==> src/rtl/pong_game_ctrl.sv <==
// pong_game_ctrl: Pong game sequencer tracking phase, balls left, BCD score and the timer handshake.
// Optional pause/resume support is compiled in when PONG_CTRL_PAUSE_EN is defined.
module pong_game_ctrl #(
  parameter int BALLS = 3
) (
  input  logic       clk,
  input  logic       reset,
  input  logic [1:0] btn,
  input  logic       hit,
  input  logic       miss,
`ifdef PONG_CTRL_PAUSE_EN
  input  logic       pause,
`endif
  input  logic       timer_up,
  output logic       timer_start,
  output logic       gra_still,
  output logic [2:0] balls_left,
  output logic [3:0] dig0,
  output logic [3:0] dig1,
  output logic [1:0] text_sel
);

  localparam logic [2:0] BALLS_INIT = 3'(BALLS);

`ifdef PONG_CTRL_PAUSE_EN
  typedef enum logic [2:0] {NEWGAME, PLAY, NEWBALL, OVER, PAUSE} state_t;
`else
  typedef enum logic [2:0] {NEWGAME, PLAY, NEWBALL, OVER} state_t;
`endif

  state_t     state_q, state_d;
  logic       timer_start_q, timer_start_d;
  logic [2:0] balls_q, balls_d;
  logic [3:0] dig0_q, dig0_d;
  logic [3:0] dig1_q, dig1_d;
  logic       score_inc;

  always_ff @(posedge clk) begin
    if (reset) begin
      state_q       <= NEWGAME;
      timer_start_q <= 1'b0;
      balls_q       <= BALLS_INIT;
      dig0_q        <= 4'd0;
      dig1_q        <= 4'd0;
    end else begin
      state_q       <= state_d;
      timer_start_q <= timer_start_d;
      balls_q       <= balls_d;
      dig0_q        <= dig0_d;
      dig1_q        <= dig1_d;
    end
  end

  // timer_up is stale during the timer_start cycle, so expiry is only honoured after it
  always_comb begin
    state_d       = state_q;
    timer_start_d = 1'b0;
    balls_d       = balls_q;
    dig0_d        = dig0_q;
    dig1_d        = dig1_q;
    score_inc     = 1'b0;

    case (state_q)
      NEWGAME: begin
        if (btn != 2'b00) begin
          state_d = PLAY;
          balls_d = balls_q - 3'd1;
        end
      end
      PLAY: begin
        score_inc = hit;
`ifdef PONG_CTRL_PAUSE_EN
        if (pause) begin
          state_d = PAUSE;
        end else if (miss && !hit) begin
`else
        if (miss && !hit) begin
`endif
          timer_start_d = 1'b1;
          state_d       = (balls_q == 3'd0) ? OVER : NEWBALL;
        end
      end
      NEWBALL: begin
        if (timer_up && !timer_start_q && (btn != 2'b00)) begin
          state_d = PLAY;
          balls_d = balls_q - 3'd1;
        end
      end
      OVER: begin
        if (timer_up && !timer_start_q) begin
          state_d = NEWGAME;
          balls_d = BALLS_INIT;
          dig0_d  = 4'd0;
          dig1_d  = 4'd0;
        end
      end
`ifdef PONG_CTRL_PAUSE_EN
      PAUSE: begin
        if (pause) begin
          state_d = PLAY;
        end
      end
`endif
      default: begin
        state_d = NEWGAME;
      end
    endcase

    if (score_inc) begin
      if (dig0_q == 4'd9) begin
        dig0_d = 4'd0;
        dig1_d = (dig1_q == 4'd9) ? 4'd0 : dig1_q + 4'd1;
      end else begin
        dig0_d = dig0_q + 4'd1;
      end
    end
  end

  always_comb begin
    gra_still = 1'b1;
    text_sel  = 2'd1;
    case (state_q)
      PLAY: begin
        gra_still = 1'b0;
        text_sel  = 2'd0;
      end
      NEWBALL: text_sel = 2'd2;
      OVER:    text_sel = 2'd3;
      default: text_sel = 2'd1;
    endcase
  end

  assign timer_start = timer_start_q;
  assign balls_left  = balls_q;
  assign dig0        = dig0_q;
  assign dig1        = dig1_q;

endmodule

==> config.mk <==
export PLATFORM = sky130hd
export DESIGN_NAME = pong_game_ctrl
export DESIGN_NICKNAME = d
export VERILOG_FILES = /design/src/rtl/pong_game_ctrl.sv
export SDC_FILE = /design/constraint.sdc
export NUM_CORES = 1
export LEC_CHECK = 0
export CORE_MARGIN = 2
export CORE_UTILIZATION = 35
export DETAILED_ROUTE_END_ITERATION = 10
export GPL_ROUTABILITY_DRIVEN = 0
export PLACE_DENSITY_LB_ADDON = 0.15
export REMOVE_ABC_BUFFERS = 1
export SLEW_MARGIN = 10
export SYNTH_ARGS = -nofsm -noshare
export SYNTH_HDL_FRONTEND = slang
export SYNTH_SLANG_ARGS = --single-unit
==> constraint.sdc <==
create_clock -name clk -period 2.5 [get_ports clk]
set_input_delay 0.5 -clock clk [delete_from_list [all_inputs] [get_ports clk]]
set_output_delay 0.5 -clock clk [all_outputs]
set_load 0.01 [all_outputs]
After elaboration in Yosys (flattened, before gate mapping)
Cells that the tools add are included.
- register bits: 15
- input bits: 7
- output and inout bits: 15
- word-level logic and storage cells: 56
- add/sub/neg operators: 3
- equal/unequal tests: 9
- muxes and demuxes: 23
- bitwise operators: 1
- reduce and logical (&&, ||, !) cells: 15
- operators by type and width (cell ; number):
    $mux W4 ; 9
    $mux W3 ; 7
    $pmux W3 S4 ; 1
    $pmux W3 S3 ; 1
    $add A4 B1 Y4 const B ; 2
    $eq A4 B4 Y1 const B ; 2
    $ne A2 B2 Y1 const B ; 4
    $reduce_and A4 Y1 ; 2
    $eq A3 B2 Y1 const B ; 2
    $logic_not A3 Y1 ; 2
    $pmux W2 S3 ; 1
    $reduce_bool A2 Y1 ; 3
    $mux W1 ; 4
    $eq A3 B1 Y1 const B ; 1
    $logic_and A1 B1 Y1 ; 3
    $reduce_bool A3 Y1 ; 1
    $sub A3 B1 Y3 const B ; 1
    $logic_not A1 Y1 ; 2
    $reduce_and A2 Y1 ; 1
    $reduce_or A2 Y1 ; 1
    $not A1 Y1 ; 1

Depth between registers and ports, before layout
- word-level depth: 6
- gate-level depth with buffers: 6

Worst setup path before layout
No wires, ideal clock.
- path kind: reg2reg
- from: register state_q[0]
- to: register balls_q[2] (netlist: balls_left[2])
- library setup time: 0.121 ns
- data arrival time: 1.569 ns
- data required time: 2.379 ns
- setup slack: 0.809 ns
- stages on the path, launching flop included: 6
- path buffers: 0
- clock period less this slack: 1.691 ns
- cells stage by stage: dfxtp_1 -> inv_1 -> ha_1 -> or2_2 -> a221o_1 -> mux2_4
- word-level cells in the longest chain between the ends: 3
- elaborated cells between the ends (all ways): 9
- classes of those cells: 5 x eq/ne; 1 x mux; 3 x reduce/logical
- ends and longest elaborated chain (what ; RTL line ; RTL):
    start: declaration ; 31 ; state_t state_q, state_d;
    start signal: assignment ; 46 ; state_q <= state_d;
    $eq A3 B2 Y1 or $logic_not A3 Y1 (tied branches) ; 63 ; case (state_q)
    $ne A2 B2 Y1 (no line) or $reduce_bool A3 Y1 (tied branches) ; - ;
    $reduce_and A4 Y1 (no line) ; - ;
    end signal: assignment ; 48 ; balls_q <= balls_d;
    end: declaration ; 33 ; logic [2:0] balls_q, balls_d;
Parallel ways exist; a longest one is shown, timed or not.
A chain may end at the register's enable or synchronous reset.

Worst setup path in the final report
- from: register state_q[0]
- to: output text_sel[1]
- word-level cells in the longest chain between the ends: 2
- elaborated cells between the ends (all ways): 4
- classes of those cells: 3 x eq/ne; 1 x mux
- ends and longest elaborated chain (what ; RTL line ; RTL):
    $eq A3 B2 Y1 or $eq A3 B1 Y1 (tied branches) ; 122 ; case (state_q)
    $pmux W2 S3 * ; 122 ;
    end: declaration ; 20 ; output logic [1:0] text_sel
Mark *: on every way between the ends. The rest lies on a longest branch, timed or not.

==> impl_results.md <==
- Total wire length: 2110 µm
- Worst min-delay path class: reg -> reg
- Post-synthesis cell count: 102
- Clk sink count: 14
- Post-synthesis compound-gate area fraction: 20.1%
- Status: completed
- Root Driver: clkbuf_4
- Fin Setup TNS: 0 ns
- Setup-failing EPs final: 0
- Clock transition at the registers of the reported paths: about 0.09 ns
- Drt pass-1 iters: 4
- Tmin final: roughly 2.3 ns
- Post-synthesis adder-cell area fraction: 11.3%
- DRC Markers: 0
- Die height: 54.4 µm
- WP data required: 2.00 ns
- Num rows: 18
- H-tree level count: 1
- Synth Area per Inst: 8.71 µm²
- Power Dens Cells: 696 mW/mm²
- Layout cells sized above 1: 6.40%
- CP Launch Type: flop
- Max-Cap Viols: 0
- CP Cell Sequence: inv_1 > ha_1 > or2_4 > nor2b_1 > clkdlybuf4s50_1
- TritonCTS clock tree: yes
- Initial DRC count: 13
- Synth Area in XOR/XNOR: 0%
- CTS Hold Bufs: 0
- Relative slew slack: 72.2%
- Vias: roughly 850
- Worst Tran Pin Value: 0.416 ns
- CTS Buf Count: 3
- Endpoints failing hold: 0
- Core area: 0.00243 mm²
- RSZ-0062 raised after global routing: no
- Seq/Total Area, Yosys: 31.5%
- CP Capture Type: output port
- Horiz. Die Dim: 54.4 µm
- Largest net degree at the start of global routing: 21
- Vias in the first global route: 764
- Slowest stage delay, CP: 0.47 ns
- I/O Buffers: 21
- Syn Std Cell Area: approximately 890 µm²
- Average wire per standard cell: 13.6 µm
- GRT Util Overall: 15.8%
- IO Pins: 22
- Synth Area in Simple Gates: 26.5%
- Synth Flop Type: dfxtp_1
- Initial antenna violation count: 0
- Critical path class: reg -> out
- Initial Utilization: between 30% and 40%
- Final Max Slew Viols: 0
- Vias per cell: 5.50
- Yosys top cell by area: dfxtp_1
- Ys Warns: 0
- Synth Register Bits: 14
- First-pass GRT wire length: 3340 µm
- Netlist cell types: 36
- Post-route ant nets: 0
- Design Area, Final: 0.00117 mm²
- Max IR drop VDD: 410 µV
- Crit Path Max Fanout: 5
- Ys async rst share: 0%
- Fin crit share: 92.9%
- Clock Latency Late Sink: roughly 0.29 ns
- Maximum root-to-sink buffer count: 2
- Arr. time, crit path: around 1.8 ns
- Number of synthesized flops with an enable pin: 0
- Mux cell area share after synthesis: ~5.1%
- Setup ws final: roughly 0.18 ns
- Dpl ws: 0.497 ns
- Leakage: 0.452 nW
- Post-CTS Setup Repair Bufs: 0
- # diodes: 0
- Clock skew: 0.00307 ns
- # nets final: 141
- GR Overflow Total: 0
- Area share of the largest cell type after synthesis: 31.5%
- Die area: 0.00296 mm²
- Hpwl dp: 1510 µm
- Cells resized by post-CTS repair: 0
- Synth-to-layout area growth: 31.5%
- Slowest stage cell, crit path: clkdlybuf4s50_1
- FMAX: 431 MHz
- Largest family of logic cells by synthesized area: simple AND/OR/NAND/NOR gates
- Area contributors post-synth: dfxtp_1 (32%), ha_1 (11%), inv_1 (4.2%)
- Placed Area: 0.00113 mm²
==> final cells by class <==
cell class | count | area, µm²
clock buffers | 4 | 36.3
repair buffers | 22 | 218
fillers | 226 | 1260
flip-flops and latches | 14 | 280
well taps | 30 | 37.5
multi-input cells | 75 | 559
inverters | 10 | 37.5
==> critical path, delay by kind of cell, from the launching register on <==
kind                       cells  cell delay, ns
buffers and inverters          2            0.55
DFF                            1            0.39
adders and majority gates      1            0.22
and+or+nand+nor                2            0.38
==> routing by layer <==
metal	vias up	GRT usage (%)	part of all wire (%)
met5	-	0	0
met4	0	4.58	1.1
met3	4	5.46	4.5
met2	18	26.5	47
met1	401	19.1	47
li1	430	-	-
==> cells by family after synthesis <==
kind of cell             Yosys count
AND/OR/NAND/NOR                   40
multiplexers                       4
buffers and inverters             13
flip-flops                        14
AO/OA/AOI/OAI                     23
adder cells (fa/ha/maj)            8
==> state kept, by name, summed over array words and instances (netlist names) <==
name,count
dig1,4
dig0,4
state_q,2
balls_left,3
timer_start,1
==> layout by cell type, fill, tap and decap left out, types with 2 or more instances in the layout <==
cell type,count
nor2b_1,5
nand2_1,5
a211oi_1,3
and3b_1,2
dfxtp_1,14
nand3b_1,2
inv_1,10
o2111ai_1,3
clkdlybuf4s50_1,21
nor2_1,4
nand3_1,5
a221o_1,2
a21oi_1,2
nor3b_1,2
o211ai_1,5
or3_1,4
clkbuf_4,3
ha_1,8
mux2i_1,3
nor3_1,3
nand2b_1,2
==> path summary, 6_finish.rpt <==
path | from | endpoint | slack (ns) | depth (start not counted)
min | state_q[0] | state_q[0] | 0.51 | 2
max | state_q[0] | text_sel[1] | 0.18 | 5
max reg2reg | state_q[0] | balls_left[2] | 0.71 | 5
min reg2reg | state_q[0] | state_q[0] | 0.51 | 2
==> cell usage after synthesis (2+ instances only) <==
cell type	count
o2111ai_1	3
nor2b_1	5
clkbuf_1	2
dfxtp_1	14
inv_1	10
nand2b_1	2
nand3_1	5
or3_1	4
a221o_1	2
and3b_1	2
nor2_1	4
a21oi_1	2
mux2i_1	3
o211ai_1	5
nor3_1	3
nor3b_1	2
nand3b_1	2
nand2_1	5
ha_1	8
a211oi_1	3
==> metrics by stage <==
| stage | util (%) | total power [mW] | hold slack (ns) | instances |
|---|---|---|---|---|
| after global routing | 48.0 | 0.871 | 0.544 | 155 |
| after floorplan | - | 0.503 | 0.469 | 99 |
| final | 48.0 | 0.814 | 0.513 | 155 |
| after global placement | 46.6 | 0.641 | 0.489 | 151 |
| after detailed placement | 46.6 | 0.646 | 0.503 | 151 |
| after CTS | 48.0 | 0.817 | 0.516 | 155 |
==> power breakdown <==
part / switching, mW / internal (mW) / total [mW]
combinational: 0.173 / 0.181 / 0.353
sequential: 0.0307 / 0.257 / 0.288
clock: 0.0837 / 0.0887 / 0.172
(Power assumes the default switching activity.)
==> RTL change, RTL diff (config.mk and constraints unchanged) <==
Add a define of `PONG_CTRL_PAUSE_EN`.
--- a/src/rtl/pong_game_ctrl.sv
+++ b/src/rtl/pong_game_ctrl.sv
@@ -1,5 +1,7 @@
 // pong_game_ctrl: Pong game sequencer tracking phase, balls left, BCD score and the timer handshake.
 // Optional pause/resume support is compiled in when PONG_CTRL_PAUSE_EN is defined.
+`define PONG_CTRL_PAUSE_EN
+
 module pong_game_ctrl #(
   parameter int BALLS = 3
 ) (
Ports: changed (added pause); port bits go from 22 to 23. The function was not compared with the original's and may differ.
==> RTL change against the unedited design <==
  * Cell area is 2.4% lower
  * Sequential cell count increased by 1
  * Via count is 9.5% lower
  * Synthesized area decreased by 2.7%
  * Wire length is 14% lower
  * Worst setup slack better by 0.054 ns
  * Highest routed layer unchanged
Power is not compared: it rests on default switching activity, and its combinational part moved more than twofold at a synthesized area within 25%.
==> RTL change: results (changes against the unedited design) <==
run_status: "finished, final reports clean"
skew_ns: 0.00865  # +0.00557 ns
hpwl_um: 1400  # -7.4%
pre_cts_ws_ns: 0.445  # -0.0516 ns
p_int_mw: 0.411
ys.flop_type: "dfxtp_1"
path_max_fanout: 14  # +9
firstDrtPassIters: 4  # unchanged
fillCellCount: 255  # +13%
grtUsageTotal: 0.143  # -0.0158
synth_warnings: 0  # unchanged
ys_top_cells_by_count: "dfxtp_1, nor2_1, nand2_1, a21oi_1, inv_1"
drc: 0  # unchanged
synth_area_leaders: "dfxtp_1, nor2_1, ha_1"
slew_headroom: 0.663  # -0.0598
clk_path_buf_depth: 2  # unchanged
leakage_nw: 0.452
diodes: 0  # unchanged
drt-initial-drc-count: 14  # +1
vdd_drop_max_mv: 0.368
clkTransAtPathRegs_ns: 0.10
grt_start_max_net_pins: 15  # -29%
h-tree-depth: 1  # unchanged
synthArstFlopShare: 0  # unchanged
final_util: 0.474  # -0.00693
cts_setup_buffers: 0  # unchanged
cts-root-buf: "clkbuf_4"
hp-class: "reg -> reg"
worstPathArrival_ns: 1.77  # -0.05 ns
insertion_delay_ns: 0.28
cts_made_buffers: 3  # unchanged
synthDistinctLibCells: 35  # -2.8%
wl_per_cell_um: 11.6  # -15%
grt_first_pass_wirelength_um: 2960  # -11%
place_area_um2: 1110  # -1.7%
portBuffers: 22  # +4.8%
finalNetCount: 139  # -1.4%
drive_above_1_share: 0.103  # +0.0392
via_per_inst: 4.95  # -10%
grt_pass1_vias: 684  # -10%
antenna_found_initial: 0  # unchanged
ys_seq_area_frac: 0.347  # +0.0318
cts_resized: 0  # unchanged
RTL change: final cells by class:
type,count,area share
Clock buffer,3,0.0197
Clock inverter,1,0.00439
Inverter,7,0.0230
Multi-Input combinational cell,78,0.464
Sequential cell,15,0.263
Tap cell,30,0.0329
Timing Repair Buffer,22,0.193
RTL change: kinds of logic (layout without fill, tap and decap cells):
group,count (synthesis),count (layout),synth area share
compound gates,25,25,0.219
xor+xnor,2,2,0.0203
fa+ha+maj,4,4,0.0579
buf+inv,9,33,0.0405
flops,15,15,0.347
mux,3,3,0.0347
simple gates,44,44,0.281
RTL change: power groups by stage:
| stage | clock network, mW | registers, mW | logic (mW) |
|---|---|---|---|
| finish | 0.138 | 0.279 | 0.175 |
| global route | 0.159 | 0.283 | 0.192 |
| CTS | 0.148 | 0.279 | 0.178 |
| detailed placement | 0 | 0.285 | 0.177 |
| global placement | 0 | 0.284 | 0.173 |
| floorplan | 0 | 0.285 | 0.103 |
RTL change: final timing paths:
check / end / slack, ns / startpoint / cells past startpoint
setup / recovery: text_sel[0] / 0.23 / state_q[1] / 3
hold / removal: dig0[1] / 0.51 / dig0[1] / 2
setup reg to reg: balls_left[2] / 0.82 / state_q[1] / 4
hold reg to reg: dig0[1] / 0.51 / dig0[1] / 2
RTL change: through the flow:
| step | std cells | hold WS [ns] |
|---|---|---|
| 6_report | 156 | 0.514 |
| 4_1_cts | 156 | 0.521 |
| 3_5_place_dp | 152 | 0.508 |
| 3_3_place_gp | 152 | 0.504 |
| 5_1_grt | 156 | 0.566 |
| 2_1_floorplan | 100 | 0.509 |
RTL change: worst max-delay path, stage by stage (launching register included):
cell,delay (ns)
dfxtp_1,0.62
nor2b_1,0.16
o21bai_1,0.15
clkdlybuf4s50_1,0.54
RTL change: routing by layer:
layer  global-route usage  wire (um)
met5                    0          0
met2                0.224        811
met3               0.0583         92
met4               0.0385         15
met1                0.179        893
